**src/rtl/act4_pkg.sv**
```systemverilog
// act4_pkg
// Shared types and sizes for the Act4 truth-table checker.
//   state_t   checker FSM states
//   TT_W      width of the captured truth table (8 vectors x 4 outputs)
//   NUM_VEC   number of input vectors swept ({A,B,C} = 0..7)
//   SETTLE_W  width of the settle down-counter
//   nib_sel   bit offset of the nibble that belongs to a vector index
package act4_pkg;

  typedef enum logic [1:0] {
    IDLE   = 2'd0,
    SETTLE = 2'd1,
    DONE   = 2'd2
  } state_t;

  localparam int TT_W     = 32;
  localparam int NUM_VEC  = 8;
  localparam int SETTLE_W = 4;

  function automatic logic [4:0] nib_sel(input logic [2:0] idx);
    return {idx, 2'b00};
  endfunction

endpackage

```
**src/rtl/act4_settle_timer.sv**
```systemverilog
// act4_settle_timer
// Loadable down-counter that measures how long each vector is held.
// Ports:
//   clk, rst_n   clock, asynchronous active-low reset
//   load         load load_val (has priority over counting)
//   load_val     reload value
//   en           count down while nonzero
//   zero         counter has reached terminal count
module act4_settle_timer
  import act4_pkg::*;
#(
  parameter int W = SETTLE_W
) (
  input  logic         clk,
  input  logic         rst_n,
  input  logic         load,
  input  logic [W-1:0] load_val,
  input  logic         en,
  output logic         zero
);

  logic [W-1:0] cnt;

  always_ff @(posedge clk or negedge rst_n) begin
    if (!rst_n) begin
      cnt <= '0;
    end else if (load) begin
      cnt <= load_val;
    end else if (en && (cnt != '0)) begin
      cnt <= cnt - 1'b1;
    end
  end

  assign zero = (cnt == '0);

endmodule

```
**config.mk**
```make
export PLATFORM = sky130hd
export DESIGN_NAME = act4_settle_timer
export DESIGN_NICKNAME = d
export VERILOG_FILES = /design/src/rtl/act4_pkg.sv /design/src/rtl/act4_settle_timer.sv
export SDC_FILE = /design/constraint.sdc
export NUM_CORES = 1
export LEC_CHECK = 0
export ABC_AREA = 1
export BUFFER_PORTS_ARGS = -buffer_cell sky130_fd_sc_hd__buf_2
export CAP_MARGIN = 0
export CORE_AREA = 2 2 39 41
export CTS_CLUSTER_DIAMETER = 100
export CTS_CLUSTER_SIZE = 40
export DETAILED_ROUTE_END_ITERATION = 16
export DIE_AREA = 0 0 41 43
export PLACE_DENSITY = 0.43
export SYNTH_ARGS = -nofsm -noshare
export SYNTH_HDL_FRONTEND = slang
export SYNTH_SLANG_ARGS = --single-unit
export TNS_END_PERCENT = 1
```
**constraint.sdc**
```tcl
create_clock -name clk -period 1.95 [get_ports clk]
set_input_delay 0.39 -clock clk [delete_from_list [all_inputs] [get_ports clk]]
set_output_delay 0.39 -clock clk [all_outputs]
set_load 0.01 [all_outputs]
```
==> results.yml <==
detailed_routing:
  drc: 0
  wirelength_um: 574
  routedWlPerCell_um: 7.76
  antenna_left: 0
  vias: 294
  drt_first_iter_violations: 4
  vias_per_cell: 3.97
  dr.pass1.iters: 4
pwr:
  p_leak_uw: 0.000229
  ir_drop_v: 0.000269
  powerDensity_nw_per_um2: 832
synthesis:
  netlist_instances: 46
  yosysMostFrequentCell: "nand2_1"
  synth_nets: 55
  synth.distinct_cells: 13
  synth_top_family_by_area: "simple AND/OR/NAND/NOR gates"
  ys_seq_area_share_pct: 33.9
  synth_common_cells: "21 x nand2_1, 5 x inv_1, 4 x dfrtp_1"
  yosys.area_share.simple_pct: 49.6
  yosys-top-cells-area: "dfrtp_1 34%, nand2_1 27%, inv_1 6.4%"
  synth_compound_area_share_pct: 3.39
  ys.flop_type: "dfrtp_1"
  synth_top_area_share_pct: 33.9
  synth.largest_area_cell: "dfrtp_1"
  yosysWarnings: 0
  synth_area_um2: 295
  synth_seq_cells: 4
  synth_xor_area_share_pct: 0
  async_reset_ff_share_pct: 100
  muxShareOfSynthArea_pct: 0
  synth_fa_ha_area_share_pct: 4.24
  synth-edff-count: 0
  syn_area_per_cell_um2: 6.42
clock_tree:
  cts_setup_buffers: 0
  clock_latency_ns: 0.23
  tritoncts: "done"
  h-tree-depth: 1
  cts_buffers: 3
  clockBufferDepth: 2
  post_cts_resized: 0
  root_buffer: "clkbuf_4"
  cts_sinks: 4
  clkTransAtPathRegs_ns: 0.03
  hold_buffers: 1
worst_setup_path:
  cp-end-kind: "output pin"
  cp-start-kind: "register"
  worstPathRequired_ns: 1.56
  critPathArrivalTime_ns: 1.16
  cp_max_fo: 3
  path_class: "register to output pin"
cells_and_area:
  reg_top3: "cnt x4"
  drive_gt1_share_pct: 27.6
  final_nets: 69
  syn_to_final_growth_pct: 31.4
  n_antenna_cell: 0
  largest_reg_flops: 4
  regMostFlops: "cnt"
global_routing:
  grt_pass1_vias: 251
  grt_overflow: 0
  grt_start_max_net_pins: 9
  track_usage_pct: 7.97
  antenna_found_initial: 0
  grt_pass1_wl_um: 945
placed_design:
  port_buffers: 8
  gp_congestion: 0.674
  hpwlAfterDp_um: 470
timing:
  layout_min_cycle_time_ns: 1.55
  slew_viol_final: 0
  fmaxAchievable_ghz: 0.645
  finalSetupViolations: 0
  rsz0062_at_grt: "no"
  skew_ns: 0.00131
  holdWs_ns: 0.472
  fin_crit_sh_pct: 79.5
  hold_viol: 0
  worst_pin_slew_ns: 0.159
  setup_tns_ns: 0
  maxSlewHeadroom_pct: 89.4
die:
  start_util_pct: 21.3
  die_y_um: 43
  die_area_um2: 1760
  die_w_um: 41
  row_count: 14
  core_um2: 1380
  ios: 9
job:
  cap_violations: 0
hold_path:
  hp-class: "input port to register"
outcome:
  status: "completed"
==> report_power, final <==
part           leakage (uW)  switching, uW  internal [uW]  total (uW)
Combinational      0.000166           63.7           45.8         109
Sequential        0.0000489           15.7            100         116
Clock             0.0000138           28.8           68.5        97.2
Total              0.000229            108            215         323
==> layer usage <==
layer | routed length, um | global-route usage [%] | up-vias
met5 | 0 | 0 | -
met4 | 0 | 6.00 | 0
li1 | - | - | 166
met2 | 255 | 9.69 | 7
met3 | 34 | 1.57 | 0
met1 | 285 | 11.8 | 121
==> critical path: stages, from the launching register on <==
cell,delay (ns)
dfrtp_1,0.38
inv_1,0.10
ha_1,0.21
nand2_2,0.09
inv_1,0.05
buf_2,0.11
==> path summary, 6_finish.rpt <==
path / slack (ns) / endpoint / depth (start not counted) / startpoint
worst max-delay path: 0.40 / zero / 5 / cnt[0]
worst min-delay path: 0.47 / cnt[0] / 5 / load_val[0]
worst max register to register: 0.79 / cnt[2] / 7 / cnt[0]
worst min register to register: 0.53 / cnt[0] / 2 / cnt[0]
max in group asynchronous: 1.34 / cnt[0] / 2 / rst_n
min in group asynchronous: 0.50 / cnt[3] / 2 / rst_n
==> cells by family after synthesis <==
kind of cell	after synthesis
adder cells (fa/ha/maj)	1
AO/OA/AOI/OAI	2
AND/OR/NAND/NOR	32
flip-flops	4
buffers and inverters	7
==> metrics by stage <==
step                      instances  cell area (um2)  util [%]  total power [uW]  setup WS (ns)
after floorplan                  46              295         -               195          0.751
after global placement           70              355      25.7               229          0.646
after detailed placement         70              355      25.7               225          0.635
after CTS                        74              388      28.0               332          0.389
after global routing             74              388      28.0               353          0.304
final                            74              388      28.0               323          0.399
==> layout by cell type, fill, tap and decap left out <==
| master | instances |
|---|---|
| ha_1 | 1 |
| nand2_2 | 2 |
| nand2_1 | 21 |
| dfrtp_1 | 4 |
| dlygate4sd3_1 | 1 |
| buf_2 | 8 |
| o21ai_0 | 2 |
| nor2_2 | 1 |
| nand2_4 | 1 |
| clkbuf_4 | 3 |
| nand3b_1 | 2 |
| nand3_1 | 3 |
| nor2_1 | 2 |
| clkinv_1 | 1 |
| inv_1 | 5 |
| inv_2 | 1 |
==> area by class of cell <==
type	instances	area, um2
Clock buffer	3	22.5
Fill cell	162	996
Inverter	7	26.3
Multi-Input combinational cell	35	169
Sequential cell	4	100
Tap cell	16	20.0
Timing Repair Buffer	9	50.0
No activity file was read; power rests on OpenSTA's default activity.
